===== src/rtl/rtc_bus_arbiter_if.sv =====
// Requester handshake and RTC pin bundle shared by the field units and the bus arbiter.
// The arbiter connects through the slave modport; the requester/pin side uses master.
interface rtc_bus_arbiter_if #(
  parameter int unsigned N_REQ = 3
);
  logic [N_REQ-1:0]   req;
  logic [N_REQ-1:0]   rw;
  logic [8*N_REQ-1:0] addr;
  logic [8*N_REQ-1:0] wdata;
  logic [N_REQ-1:0]   ack;
  logic [7:0]         rdata;
  logic               busy;
  logic [7:0]         bus_out;
  logic               bus_oe;
  logic [7:0]         bus_in;
  logic               CS;
  logic               RD;
  logic               WR;
  logic               AD;

  modport master (
    output req, rw, addr, wdata, bus_in,
    input  ack, rdata, busy, bus_out, bus_oe, CS, RD, WR, AD
  );

  modport slave (
    input  req, rw, addr, wdata, bus_in,
    output ack, rdata, busy, bus_out, bus_oe, CS, RD, WR, AD
  );
endinterface


===== src/rtl/rtc_bus_arbiter.sv =====
// Round-robin arbiter for the multiplexed RTC address/data bus: one request at a time runs
// six timed phases (address setup/strobe/hold, data setup/strobe/hold) and then an ack cycle.
module rtc_bus_arbiter #(
  parameter int unsigned N_REQ  = 3,
  parameter int unsigned PH_CYC = 4
) (
  input logic              clk,
  input logic              reset,
  rtc_bus_arbiter_if.slave rtc
);
  localparam int unsigned GW = (N_REQ > 1) ? $clog2(N_REQ) : 1;
  localparam int unsigned CW = (PH_CYC > 1) ? $clog2(PH_CYC) : 1;
  localparam logic [CW-1:0] PhLast   = CW'(PH_CYC - 1);
  localparam logic [GW-1:0] GrantRst = GW'(N_REQ - 1);

  // Timed phases are consecutive so the phase timer can simply step to the next state.
  typedef enum logic [2:0] {
    StIdle, StASet, StAStb, StAHld, StDSet, StDStb, StDHld, StAck
  } state_e;

  state_e            state_q, state_d;
  logic [CW-1:0]     cnt_q, cnt_d;
  logic [GW-1:0]     grant_q, grant_d;
  logic [GW-1:0]     last_q, last_d;
  logic [7:0]        addr_q, addr_d;
  logic [7:0]        wdata_q, wdata_d;
  logic              rw_q, rw_d;
  logic [GW-1:0]     pick;
  logic              found;
  logic              phase_end;

  logic              cs_q, cs_d, rd_q, rd_d, wr_q, wr_d, ad_q, ad_d;
  logic              oe_q, oe_d, busy_q, busy_d;
  logic [7:0]        out_q, out_d;
  logic [7:0]        rdata_q;
  logic [N_REQ-1:0]  ack_q, ack_d;

  function automatic logic [GW-1:0] wrap_idx(input logic [GW-1:0] base, input int unsigned off);
    int unsigned s;
    s = (32'(base) + off) % N_REQ;
    return GW'(s);
  endfunction

  // First requester at or after last_grant+1, wrapping.
  always_comb begin
    pick  = last_q;
    found = 1'b0;
    for (int unsigned i = 1; i <= N_REQ; i++) begin
      if (!found && rtc.req[wrap_idx(last_q, i)]) begin
        found = 1'b1;
        pick  = wrap_idx(last_q, i);
      end
    end
  end

  always_comb begin
    state_d   = state_q;
    cnt_d     = cnt_q;
    grant_d   = grant_q;
    last_d    = last_q;
    addr_d    = addr_q;
    wdata_d   = wdata_q;
    rw_d      = rw_q;
    phase_end = (cnt_q == PhLast);

    unique case (state_q)
      StIdle: begin
        if (found) begin
          state_d = StASet;
          cnt_d   = '0;
          grant_d = pick;
          last_d  = pick;
          addr_d  = rtc.addr[8*pick +: 8];
          wdata_d = rtc.wdata[8*pick +: 8];
          rw_d    = rtc.rw[pick];
        end
      end
      StAck: state_d = StIdle;
      default: begin
        if (phase_end) begin
          cnt_d   = '0;
          state_d = state_e'(state_q + 3'd1);
        end else begin
          cnt_d = cnt_q + 1'b1;
        end
      end
    endcase

    // Outputs are decoded from the next state so every pin comes straight from a flop.
    cs_d   = 1'b1;
    rd_d   = 1'b1;
    wr_d   = 1'b1;
    ad_d   = 1'b1;
    oe_d   = 1'b0;
    out_d  = out_q;
    ack_d  = '0;
    busy_d = (state_d != StIdle);

    unique case (state_d)
      StASet, StAHld: begin
        cs_d  = 1'b0;
        ad_d  = 1'b0;
        oe_d  = 1'b1;
        out_d = addr_d;
      end
      StAStb: begin
        cs_d  = 1'b0;
        ad_d  = 1'b0;
        oe_d  = 1'b1;
        wr_d  = 1'b0;
        out_d = addr_d;
      end
      StDSet, StDHld: begin
        cs_d = 1'b0;
        oe_d = ~rw_d;
        if (!rw_d) out_d = wdata_d;
      end
      StDStb: begin
        cs_d = 1'b0;
        oe_d = ~rw_d;
        if (rw_d) begin
          rd_d = 1'b0;
        end else begin
          wr_d  = 1'b0;
          out_d = wdata_d;
        end
      end
      StAck: ack_d[grant_d] = 1'b1;
      default: ;
    endcase
  end

  always_ff @(posedge clk or negedge reset) begin
    if (!reset) begin
      state_q <= StIdle;
      cnt_q   <= '0;
      grant_q <= '0;
      last_q  <= GrantRst;
      addr_q  <= 8'h00;
      wdata_q <= 8'h00;
      rw_q    <= 1'b0;
      cs_q    <= 1'b1;
      rd_q    <= 1'b1;
      wr_q    <= 1'b1;
      ad_q    <= 1'b1;
      oe_q    <= 1'b0;
      busy_q  <= 1'b0;
      out_q   <= 8'h00;
      ack_q   <= '0;
    end else begin
      state_q <= state_d;
      cnt_q   <= cnt_d;
      grant_q <= grant_d;
      last_q  <= last_d;
      addr_q  <= addr_d;
      wdata_q <= wdata_d;
      rw_q    <= rw_d;
      cs_q    <= cs_d;
      rd_q    <= rd_d;
      wr_q    <= wr_d;
      ad_q    <= ad_d;
      oe_q    <= oe_d;
      busy_q  <= busy_d;
      out_q   <= out_d;
      ack_q   <= ack_d;
    end
  end

  // Read data is taken on the edge that releases RD.
  always_ff @(posedge clk or negedge reset) begin
    if (!reset) begin
      rdata_q <= 8'h00;
    end else if (state_q == StDStb && phase_end && rw_q) begin
      rdata_q <= rtc.bus_in;
    end
  end

  assign rtc.CS      = cs_q;
  assign rtc.RD      = rd_q;
  assign rtc.WR      = wr_q;
  assign rtc.AD      = ad_q;
  assign rtc.bus_oe  = oe_q;
  assign rtc.bus_out = out_q;
  assign rtc.busy    = busy_q;
  assign rtc.ack     = ack_q;
  assign rtc.rdata   = rdata_q;
endmodule

===== src/flat_wrapper.sv =====
// flat-port wrapper written by rule: the top's interface ports become plain ports
module rtc_bus_arbiter_flat 
#(
  parameter int unsigned N_REQ  = 3,
  parameter int unsigned PH_CYC = 4
)
  (clk, reset, rtc_req, rtc_rw, rtc_addr, rtc_wdata, rtc_bus_in, rtc_ack, rtc_rdata, rtc_busy, rtc_bus_out, rtc_bus_oe, rtc_CS, rtc_RD, rtc_WR, rtc_AD);
  rtc_bus_arbiter_if #(.N_REQ(N_REQ)) rtc_i ();
  input logic clk;
  input logic reset;
  input wire logic [$bits(rtc_i.req)-1:0] rtc_req;
  input wire logic [$bits(rtc_i.rw)-1:0] rtc_rw;
  input wire logic [$bits(rtc_i.addr)-1:0] rtc_addr;
  input wire logic [$bits(rtc_i.wdata)-1:0] rtc_wdata;
  input wire logic [$bits(rtc_i.bus_in)-1:0] rtc_bus_in;
  output wire logic [$bits(rtc_i.ack)-1:0] rtc_ack;
  output wire logic [$bits(rtc_i.rdata)-1:0] rtc_rdata;
  output wire logic [$bits(rtc_i.busy)-1:0] rtc_busy;
  output wire logic [$bits(rtc_i.bus_out)-1:0] rtc_bus_out;
  output wire logic [$bits(rtc_i.bus_oe)-1:0] rtc_bus_oe;
  output wire logic [$bits(rtc_i.CS)-1:0] rtc_CS;
  output wire logic [$bits(rtc_i.RD)-1:0] rtc_RD;
  output wire logic [$bits(rtc_i.WR)-1:0] rtc_WR;
  output wire logic [$bits(rtc_i.AD)-1:0] rtc_AD;
  assign rtc_i.req = rtc_req;
  assign rtc_i.rw = rtc_rw;
  assign rtc_i.addr = rtc_addr;
  assign rtc_i.wdata = rtc_wdata;
  assign rtc_i.bus_in = rtc_bus_in;
  assign rtc_ack = rtc_i.ack;
  assign rtc_rdata = rtc_i.rdata;
  assign rtc_busy = rtc_i.busy;
  assign rtc_bus_out = rtc_i.bus_out;
  assign rtc_bus_oe = rtc_i.bus_oe;
  assign rtc_CS = rtc_i.CS;
  assign rtc_RD = rtc_i.RD;
  assign rtc_WR = rtc_i.WR;
  assign rtc_AD = rtc_i.AD;
  rtc_bus_arbiter #(.N_REQ(N_REQ), .PH_CYC(PH_CYC)) u_core (.clk(clk), .reset(reset), .rtc(rtc_i));
endmodule

===== config.mk =====
export PLATFORM = sky130hd
export DESIGN_NAME = rtc_bus_arbiter_flat
export DESIGN_NICKNAME = d
export VERILOG_FILES = /design/src/rtl/rtc_bus_arbiter_if.sv /design/src/rtl/rtc_bus_arbiter.sv /design/src/flat_wrapper.sv
export SDC_FILE = /design/constraint.sdc
export NUM_CORES = 1
export LEC_CHECK = 0
export CORE_MARGIN = 5
export CORE_UTILIZATION = 40
export DETAILED_ROUTE_END_ITERATION = 8
export HOLD_SLACK_MARGIN = 0.06
export PLACE_DENSITY = 0.73
export SKIP_LAST_GASP = 1
export SLEW_MARGIN = 20
export SYNTH_ARGS = -nofsm -noshare
export SYNTH_HDL_FRONTEND = slang
export SYNTH_SLANG_ARGS = --single-unit

===== constraint.sdc =====
create_clock -name clk -period 2.89 [get_ports clk]
set_clock_uncertainty 0.2 [all_clocks]
set_input_delay 0.7225 -clock clk [delete_from_list [all_inputs] [get_ports clk]]
set_output_delay 0.7225 -clock clk [all_outputs]
set_load 0.01 [all_outputs]

==> impl_metrics.tcl <==
set metrics [dict create \
    io_buffers 88 \
    route.met2.wl_um 3830 \
    place_inst 476 \
    syn_area_um2 2950 \
    n_fill_cell 611 \
    worst_path_largest_cell_delay_ns 0.38 \
    place_ws_ns -0.464 \
    layout_min_cycle_time_ns 2.83 \
    ys_seq_area_frac 0.435 \
    nNetsFinal 459 \
    wl_met3_um 349 \
    hold_viol_final 0 \
    syn_area_per_cell_um2 10.8 \
    clock_sinks 51 \
    vias 2530 \
    start_util 0.409 \
    layout.cells.non_filler 486 \
    drc_errors 0 \
    place_area_um2 4160 \
    coreArea_um2 7210 \
    vias_per_cell 5.21 \
    yosys.area.top_type "dfrtp_1" \
    fin_setup_tns_ns 0 \
    r2r_cells 10 \
    grt_pass1_vias 2568 \
    tightest_slew_ns 0.698 \
    rows 31 \
    crit_family "compound AO/OA/AOI/OAI gates" \
    top_layer_used "met4" \
    die_area_um2 9190 \
    wl_met1_um 3180 \
    finalSetupViolations 0 \
    critPathArrivalTime_ns 2.81 \
    yosysMostFrequentCell "dfrtp_1" \
    period_share 0.980 \
    path_cells "dlygate4sd2_1 > mux2i_2 > buf_4 > o21ai_2 > nor2_2 > a221oi_2 > mux2_2 > a221oi_1 > nor2_1" \
    netlist_top_cells_count "46 x dfrtp_1, 37 x nor2_1, 32 x mux2_2" \
    hold_ws_ns 0.258 \
    startpoint "rtc_req[0]" \
    synth-edff-count 0 \
    cts_tree "built" \
    endpoint "u_core.rw_q" \
    grtUsageTotal 0.167 \
    gp_congestion 0.850 \
    yosys-top-cells-area "dfrtp_1 39%, mux2_2 12%, nor2_1 4.7%, dfstp_2 4.5%, ha_1 3.8%" \
    htreeDepth 2 \
    power_mw 5.68 \
    io_pins 89 \
    path_clk_slew_ns 0.09 \
    fmax_mhz 353 \
    drv_cap 0 \
    fp.dieW_um 95.9 \
    grt_pass1_wl_um 12000 \
    layout_setup_ws_ns 0.0589 \
    slowest_stage "mux2_2" \
    yosys_warnings 0 \
    die_h_um 95.9 \
    slew_viol_final 0 \
    p_leak_nw 1.76 \
    yosysUniqueCellTypes 51 \
    status "finished, final reports clean" \
    fin_area_um2 4360 \
    syn_inst 272 \
    critPathBufInv 2 \
    clockBufferDepth 2 \
    rrSetupSlack_ns 0.11 \
    cts_root_buf "clkbuf_8" \
    postLayoutCoreUtil 0.605 \
    required_ns 2.87 \
    drive_gt1_frac 0.305 \
    gr-total-overflow 0 \
    hpwlAfterDp_um 5880 \
    ys.flop_type "dfrtp_1" \
    crit_cells 9 \
    cts_buffers 5 \
    worstSetupPathType "input port to flop" \
    ant_nets 0 \
    path_max_fanout 4 \
    routed_wl_um 7480 \
    rsz0062_at_grt "yes" \
    grt_max_degree 36 \
    start_kind "input port" \
    first_iter_violations 114 \
    synthArstFlopShare 1.00 \
    drtPass1Iterations 4 \
    netlist.area_leader.share 0.390 \
    ys_ff_latch 51 \
    r2r-end "u_core.rw_q" \
    wl_per_cell_um 15.4 \
    diodes 0 \
    clock_latency_ns 0.30 \
    relSlewSlack 0.535 \
    ir_drop_mv 0.566 \
    antenna_found_initial 0 \
    r2r-start "u_core.last_q[1]" \
    worstSetupEndpointType "flop" \
    hp-class "input port to async pin" \
    syn_nets 345 \
    syn2layout_area_growth_pct 47.9 \
    p_per_area_nw_per_um2 1300 \
]
==> timing repair <==
action                                  in CTS  in global routing
resized for setup                            7                 24
hold buffers                                 0                  0
hold endpoints to repair                     0                  0
pin swaps                                    0                  5
endpoints found under the setup margin      21                 22
buffers inserted                             0                  2
==> metal layers <==
metal  track usage  up-vias
li1              -     1228
met1         0.211     1223
met2         0.285       68
met3        0.0352       11
met4        0.0533        0
met5             0        -
==> area by class of cell <==
type                       count  area, µm²  share of cell area
tap                           99        124              0.0284
clock inverter                 1       5.00             0.00115
timing repair buffer         124       1210               0.277
inverter                       9       33.8             0.00774
sequential                    51       1280               0.294
clock buffer                   7       76.3              0.0175
multi-input combinational    195       1630               0.375
==> placed cells by master, fill, tap and decap left out, drive strengths merged, types with 3 or more instances in the layout <==
| cell type | synthesis | routed |
|---|---|---|
| clkdlybuf4s50 | 0 | 84 |
| nand2 | 16 | 16 |
| ha | 9 | 9 |
| inv | 9 | 9 |
| mux2 | 34 | 34 |
| dfrtp | 46 | 46 |
| dfstp | 5 | 5 |
| nor3 | 3 | 3 |
| o31ai | 9 | 9 |
| nand3 | 11 | 11 |
| a21oi | 8 | 8 |
| o21ai | 7 | 7 |
| clkbuf | 5 | 8 |
| nor2 | 37 | 37 |
| mux2i | 3 | 3 |
| buf | 12 | 37 |
| a31oi | 10 | 10 |
| nand3b | 3 | 3 |
| a221oi | 10 | 10 |
| a22oi | 9 | 9 |
==> registers in the layout (all words and copies together) (netlist names), 2 cells and up <==
name                count
u_core.rtc.ack          3
u_core.addr_q           8
u_core.state_q          3
u_core.grant_q          2
u_core.cnt_q            2
u_core.rtc.rdata        8
u_core.wdata_q          8
u_core.last_q           2
u_core.rtc.bus_out      8
==> worst min path at each step <==
stage / from / end / slack (ns)
floorplan: reset / u_core.addr_q[0] / 0.23
global placement: u_core.addr_q[1] / u_core.addr_q[1] / 0.27
detailed placement: u_core.addr_q[6] / u_core.addr_q[6] / 0.29
CTS: reset / u_core.cnt_q[1] / 0.29
global route: reset / u_core.cnt_q[1] / 0.32
finish: reset / u_core.cnt_q[1] / 0.26
==> cells by family after synthesis <==
| kind of cell | synth area share |
|---|---|
| adders and majority gates | 0.0382 |
| buffers and inverters | 0.0505 |
| AOI/OAI and AO/OA | 0.203 |
| DFF | 0.435 |
| muxes | 0.145 |
| and+or+nand+nor | 0.129 |
==> power by group <==
part	switching (mW)	total [mW]	internal, mW	leakage (nW)
Clock	0.215	0.386	0.170	0.0422
Combinational	1.96	4.00	2.04	1.14
Sequential	0.206	1.30	1.09	0.587
No activity file was read; power rests on OpenSTA's default activity.
